## src/rtl/lsq_pkg.sv

```systemverilog
// Shared definitions for the load/store queue memory path.
// Holds the LSQ geometry, the memory scheduler FSM state encoding and the
// memory operation type used by the scheduler and its helpers.
package lsq_pkg;

  localparam int DEPTH        = 16;  // LSQ entries, power of two
  localparam int IDXW         = 4;   // log2(DEPTH)
  localparam int STARVE_LIMIT = 4;   // store grants tolerated while loads wait

  typedef enum logic [1:0] {
    IDLE  = 2'd0,
    REQ   = 2'd1,
    WAIT  = 2'd2,
    DRAIN = 2'd3
  } sched_state_t;

  typedef enum logic {
    LOAD  = 1'b0,
    STORE = 1'b1
  } mem_op_t;

endpackage

```

## src/rtl/age_prio_pick.sv

```systemverilog
// Age-ordered priority picker over a circular queue.
// Finds the oldest set bit of req_vec, where age is measured from origin
// (the queue head) and wraps modulo DEPTH.
// Ports:
//   req_vec  in   DEPTH  candidate entries
//   origin   in   IDXW   index of the oldest entry
//   found    out  1      at least one candidate present
//   idx      out  IDXW   index of the oldest candidate (0 when none)
module age_prio_pick import lsq_pkg::*; #(
  parameter int DEPTH = lsq_pkg::DEPTH,
  parameter int IDXW  = lsq_pkg::IDXW
) (
  input  logic [DEPTH-1:0] req_vec,
  input  logic [IDXW-1:0]  origin,
  output logic             found,
  output logic [IDXW-1:0]  idx
);

  logic [2*DEPTH-1:0] dbl_vec;
  logic [DEPTH-1:0]   rot_vec;
  logic [IDXW-1:0]    pos;

  // Shifting a doubled copy right gives a rotate; bit 0 is then the head.
  assign dbl_vec = {req_vec, req_vec} >> origin;
  assign rot_vec = dbl_vec[DEPTH-1:0];

  // Descending scan so the lowest set bit (the oldest entry) wins.
  always_comb begin
    found = 1'b0;
    pos   = '0;
    for (int i = DEPTH - 1; i >= 0; i--) begin
      if (rot_vec[i]) begin
        found = 1'b1;
        pos   = IDXW'(i);
      end
    end
  end

  // Un-rotate: IDXW-bit addition wraps naturally modulo DEPTH.
  assign idx = found ? (pos + origin) : '0;

endmodule

```

## src/rtl/lsq_mem_scheduler.sv

```systemverilog
// Memory port scheduler for the load/store queue.
// Grants the single data-memory port to either the committed store at the
// LSQ head or the oldest address-ready load, runs the req/ready/resp
// handshake (one access outstanding) and reports completion to the LSQ.
// Speculative loads are dropped on flush; committed stores always finish.
// Ports:
//   clk, reset (sync, active-high)
//   lsq_head, ld_ready, st_commit_valid, st_commit_idx, flush : LSQ side in
//   issue_valid, issue_idx, issue_is_store                     : grant out
//   mem_req_valid, mem_req_ready, mem_req_we, mem_resp_valid   : memory side
//   ld_done_valid, st_done_valid                               : completion
//   busy                                                       : not IDLE
module lsq_mem_scheduler import lsq_pkg::*; #(
  parameter int DEPTH        = lsq_pkg::DEPTH,
  parameter int IDXW         = lsq_pkg::IDXW,
  parameter int STARVE_LIMIT = lsq_pkg::STARVE_LIMIT
) (
  input  logic             clk,
  input  logic             reset,
  input  logic [IDXW-1:0]  lsq_head,
  input  logic [DEPTH-1:0] ld_ready,
  input  logic             st_commit_valid,
  input  logic [IDXW-1:0]  st_commit_idx,
  input  logic             flush,
  output logic             issue_valid,
  output logic [IDXW-1:0]  issue_idx,
  output logic             issue_is_store,
  output logic             mem_req_valid,
  input  logic             mem_req_ready,
  output logic             mem_req_we,
  input  logic             mem_resp_valid,
  output logic             ld_done_valid,
  output logic             st_done_valid,
  output logic             busy
);

  localparam int SW = $clog2(STARVE_LIMIT + 1);

  sched_state_t    state_q, state_d;
  logic            issue_valid_q, issue_valid_d;
  logic [IDXW-1:0] issue_idx_q, issue_idx_d;
  mem_op_t         op_q, op_d;
  logic [SW-1:0]   starve_q, starve_d;

  logic            pick_found;
  logic [IDXW-1:0] pick_idx;
  logic            any_ld;
  logic            force_load;
  logic            is_store;

  age_prio_pick #(.DEPTH(DEPTH), .IDXW(IDXW)) u_pick (
    .req_vec (ld_ready),
    .origin  (lsq_head),
    .found   (pick_found),
    .idx     (pick_idx)
  );

  assign any_ld     = |ld_ready;
  assign force_load = (starve_q == SW'(STARVE_LIMIT)) && any_ld;
  assign is_store   = (op_q == STORE);

  always_comb begin
    state_d       = state_q;
    issue_valid_d = 1'b0;
    issue_idx_d   = issue_idx_q;
    op_d          = op_q;
    starve_d      = starve_q;
    case (state_q)
      IDLE: begin
        if (!flush) begin
          if (st_commit_valid && !force_load) begin
            issue_valid_d = 1'b1;
            issue_idx_d   = st_commit_idx;
            op_d          = STORE;
            state_d       = REQ;
            if (any_ld && starve_q != SW'(STARVE_LIMIT)) begin
              starve_d = starve_q + 1'b1;
            end
          end else if (pick_found) begin
            issue_valid_d = 1'b1;
            issue_idx_d   = pick_idx;
            op_d          = LOAD;
            state_d       = REQ;
            starve_d      = '0;
          end
        end
      end
      REQ: begin
        // A flushed load is withdrawn before memory sees it (req is masked).
        if (flush && !is_store) begin
          state_d = IDLE;
        end else if (mem_req_ready) begin
          state_d = WAIT;
        end
      end
      WAIT: begin
        if (mem_resp_valid) begin
          state_d = IDLE;
        end else if (flush && !is_store) begin
          // Response is still owed by memory; swallow it silently.
          state_d = DRAIN;
        end
      end
      DRAIN: begin
        if (mem_resp_valid) begin
          state_d = IDLE;
        end
      end
      default: state_d = IDLE;
    endcase
  end

  always_ff @(posedge clk) begin
    if (reset) begin
      state_q       <= IDLE;
      issue_valid_q <= 1'b0;
      issue_idx_q   <= '0;
      op_q          <= LOAD;
      starve_q      <= '0;
    end else begin
      state_q       <= state_d;
      issue_valid_q <= issue_valid_d;
      issue_idx_q   <= issue_idx_d;
      op_q          <= op_d;
      starve_q      <= starve_d;
    end
  end

  assign issue_valid    = issue_valid_q;
  assign issue_idx      = issue_idx_q;
  assign issue_is_store = is_store;
  assign mem_req_valid  = (state_q == REQ) && !(flush && !is_store);
  assign mem_req_we     = is_store;
  assign ld_done_valid  = (state_q == WAIT) && mem_resp_valid && !is_store && !flush;
  assign st_done_valid  = (state_q == WAIT) && mem_resp_valid && is_store;
  assign busy           = (state_q != IDLE);

endmodule
```

## config.mk

```make
export PLATFORM = sky130hd
export DESIGN_NAME = lsq_mem_scheduler
export DESIGN_NICKNAME = d
export VERILOG_FILES = /design/src/rtl/lsq_pkg.sv /design/src/rtl/age_prio_pick.sv /design/src/rtl/lsq_mem_scheduler.sv
export SDC_FILE = /design/constraint.sdc
export NUM_CORES = 1
export LEC_CHECK = 0
export ABC_AREA = 1
export CAP_MARGIN = 5
export CORE_ASPECT_RATIO = 0.9
export CORE_MARGIN = 3
export CORE_UTILIZATION = 56
export DETAILED_ROUTE_END_ITERATION = 6
export GPL_TIMING_DRIVEN = 0
export HOLD_SLACK_MARGIN = 0.05
export PLACE_DENSITY = 0.85
export REMOVE_ABC_BUFFERS = 1
export SETUP_SLACK_MARGIN = 0.1
export SLEW_MARGIN = 20
export SYNTH_ARGS = -nofsm -noshare
export SYNTH_HDL_FRONTEND = slang
export SYNTH_HIERARCHICAL = 1
export SYNTH_SLANG_ARGS = --single-unit
```

## constraint.sdc

```tcl
create_clock -name clk -period 4.9 [get_ports clk]
set_input_delay 0.735 -clock clk [delete_from_list [all_inputs] [get_ports clk]]
set_output_delay 0.735 -clock clk [all_outputs]
set_load 0.03 [all_outputs]
```

==> flow_summary.yaml <==
cts:
  post_cts_resized: 0
  numCtsBuffers: 3
  cts_setup_buffers: 0
  clock_sinks: 11
  clkTransAtPathRegs_ps: 50
  root_buffer: "clkbuf_8"
  clockBufferDepth: 2
  htree_levels: 1
  cts_hold_buffers: 0
  clock_latency_ps: 240
  cts_tree: "done"
cells_and_area:
  drive_gt1_share_pct: 13.7
  syn2layout_area_growth_pct: 20.2
  final_nets: 410
  utilization_pct: 73.3
  diodes: 0
synth:
  ys.flop_type: "dfxtp_1"
  synthTopCellsByCount: "nand2_1, nand3_1, inv_1"
  synth_edf_count: 0
  yosys_warnings: 6
  yosysUniqueCellTypes: 37
  synth_compound_area_share_pct: 12.0
  async_flop_share_pct: 0
  synth.area.mux_share_pct: 0
  synth_top_cell_by_area: "nand2_1"
  ys_ff_latch: 11
  synth_fa_ha_area_share_pct: 4.25
  synth-simple-area-share_pct: 57.1
  synth_top_cell_area_share_pct: 21.6
  netlist_area_sq_um: 1940
  synth.most_common_cell: "nand2_1"
  avgSynthCellArea_sq_um: 5.68
  synth_top_family_by_area: "simple AND/OR/NAND/NOR gates"
  synthTopCellsByArea: "nand2_1, nand3_1, dfxtp_1, nand3_2, inv_1"
  yosys.area_share.xor_xnor_pct: 1.35
  synth_cells: 342
  synth_seq_area_share_pct: 11.3
global_routing:
  grt_use_total_pct: 24.3
  grt_pass1_vias: 1847
  grt_max_degree: 21
  antenna_found_initial: 0
  grt_pass1_wl_mm: 7.96
  grt_overflow_total: 0
sta:
  worst_pin_slew_ps: 941
  clock_skew_ps: 2.52
  final-max-slew-violation-count: 0
  finalHoldViolCount: 0
  fin_tns_setup_ps: 0
  max_slew_margin_pct: 37.2
  min_period_over_period_pct: 89.5
  fmax_mhz: 228
  rsz0062_at_grt: "false"
  setup_violations: 0
  layout_min_cycle_time_ps: 4380
detailed_routing:
  drc_errors: 0
  drtPass1Iterations: 5
  via_per_inst: 5.41
  finalWirelength_mm: 4.95
  wl_per_cell_microns: 11.9
  dr_total_vias: 2246
  drtIter0Drc: 160
  final_antenna_net_count: 0
run_status:
  status: "completed"
die:
  dieArea_sq_um: 4210
  pin_count: 41
  rows: 19
  die_height_microns: 61.9
  fp.dieW_microns: 68.1
  start_util_pct: 61.0
  core-area_sq_um: 3190
worst_setup_path:
  regToRegSetupSlack_ps: 3320
  worstPathMaxFanout: 19
  worst_path_max_delay_cell: "clkdlybuf4s50_1"
  cp-start-kind: "primary input"
  critPathKind: "primary input to flop"
  worstPathArrival_ps: 4560
  end_kind: "flop"
  cp.buffers_inverters: 2
  reg2reg_depth: 9
  r2r_end: "issue_idx[3]$_SDFFE_PP0P_"
  cp_top_family: "buffers and inverters"
  crit_end: "issue_idx[2]$_SDFFE_PP0P_"
  r2r-start: "starve_q[0]$_SDFFE_PP0P_"
  max_stage_delay_ps: 930
  cp.depth: 26
  cp.required_ps: 5080
  cpMostUsedCell: "nand2_1"
  cp-startpoint: "lsq_head[2]"
hold_path:
  hp-start: "issue_idx[0]$_SDFFE_PP0P_"
  hold_path_class: "flop to flop"
power_and_ir_drop:
  ir_worst_vdd_mv: 0.306
  leakagePower_nw: 1.15
  power_w: 0.000635
  power.density_nw_per_um2: 272
place:
  dpl.hpwl_mm: 3.94
  finalWeightedCongestion: 0.916
  portBuffers: 40
job:
  drv_cap: 0
## kinds of logic (layout without fill, tap and decap cells)
family | Yosys count | count (layout)
xor gates and xnor gates | 3 | 3
and+or+nand+nor | 227 | 227
buffers and inverters | 53 | 84
DFF | 11 | 11
AOI/OAI and AO/OA | 42 | 42
adders and majority gates | 6 | 6
## worst reg2reg max path, cell delays in order (launching register included)
cell and delay (ps):
dfxtp_1 330, inv_1 70, ha_1 190, a21oi_1 270, inv_1 120, nand3_2 130
nand3_4 120, clkinv_4 90, nand2_1 50, a21oi_1 120
## per-stage QoR
stage / area, sq um / std cells / hold slack, ps / worst slack, ps
6_report: 2340 / 415 / 468 / 516
3_5_place_dp: 2290 / 411 / 460 / 285
3_3_place_gp: 2290 / 411 / 454 / 424
2_1_floorplan: 1840 / 329 / 450 / 1870
4_1_cts: 2330 / 415 / 468 / 540
5_1_grt: 2340 / 415 / 487 / 114
## worst min-delay path by stage
| stage | end | slack [ps] | cells after the start |
|---|---|---|---|
| final | issue_idx[0]$_SDFFE_PP0P_ | 470 | 2 |
| after global routing | issue_idx[2]$_SDFFE_PP0P_ | 490 | 2 |
| after CTS | issue_idx[0]$_SDFFE_PP0P_ | 470 | 2 |
| after detailed placement | issue_idx[0]$_SDFFE_PP0P_ | 460 | 2 |
| after global placement | issue_idx[1]$_SDFFE_PP0P_ | 450 | 2 |
| after floorplan | starve_q[2]$_SDFFE_PP0P_ | 450 | 2 |
## per-layer routing
metal / global-route usage, % / wire length (microns) / vias up / part of all wire (%)
li1: - / - / 1169 / -
met1: 34.9 / 2380 / 984 / 48
met2: 38.2 / 2190 / 87 / 44
met3: 4.14 / 339 / 6 / 6.9
met4: 4.82 / 40 / 0 / 0.81
met5: 0 / 0 / - / 0
## power breakdown
group	switching (W)	internal, W
clock	0.0000366	0.0000574
sequential	0.0000245	0.000114
combinational	0.000244	0.000158
## cells in the final DEF (no fill, tap or decap), drive strengths merged
cell	Yosys	layout
ha	5	5
a21boi	1	1
o21ai	20	20
clkbuf	1	4
dfxtp	11	11
nor2	26	26
a31oi	3	3
or2	1	1
fa	1	1
dlymetal6s2s	0	1
nor3	3	3
a21oi	16	16
nand4	1	1
o2111ai	1	1
xnor2	2	2
nand3	69	69
xor2	1	1
clkinv	1	1
clkdlybuf4s50	0	39
inv	39	39
o21a	1	1
nand2	127	127
## final cells by class
type                       instances  area (sq um)
tap                               42          52.6
timing repair buffer              40           403
multi-input combinational        278          1450
inverter                          40           163
sequential                        11           220
fill                             293           850
clock buffer                       4          45.0
## sequential cells by signal (all words and copies together), names as in the netlist
signal,count
issue_idx,4
state_q,2
starve_q,3
issue_valid,1
issue_is_store,1
Power figures use the tool's default switching activity.
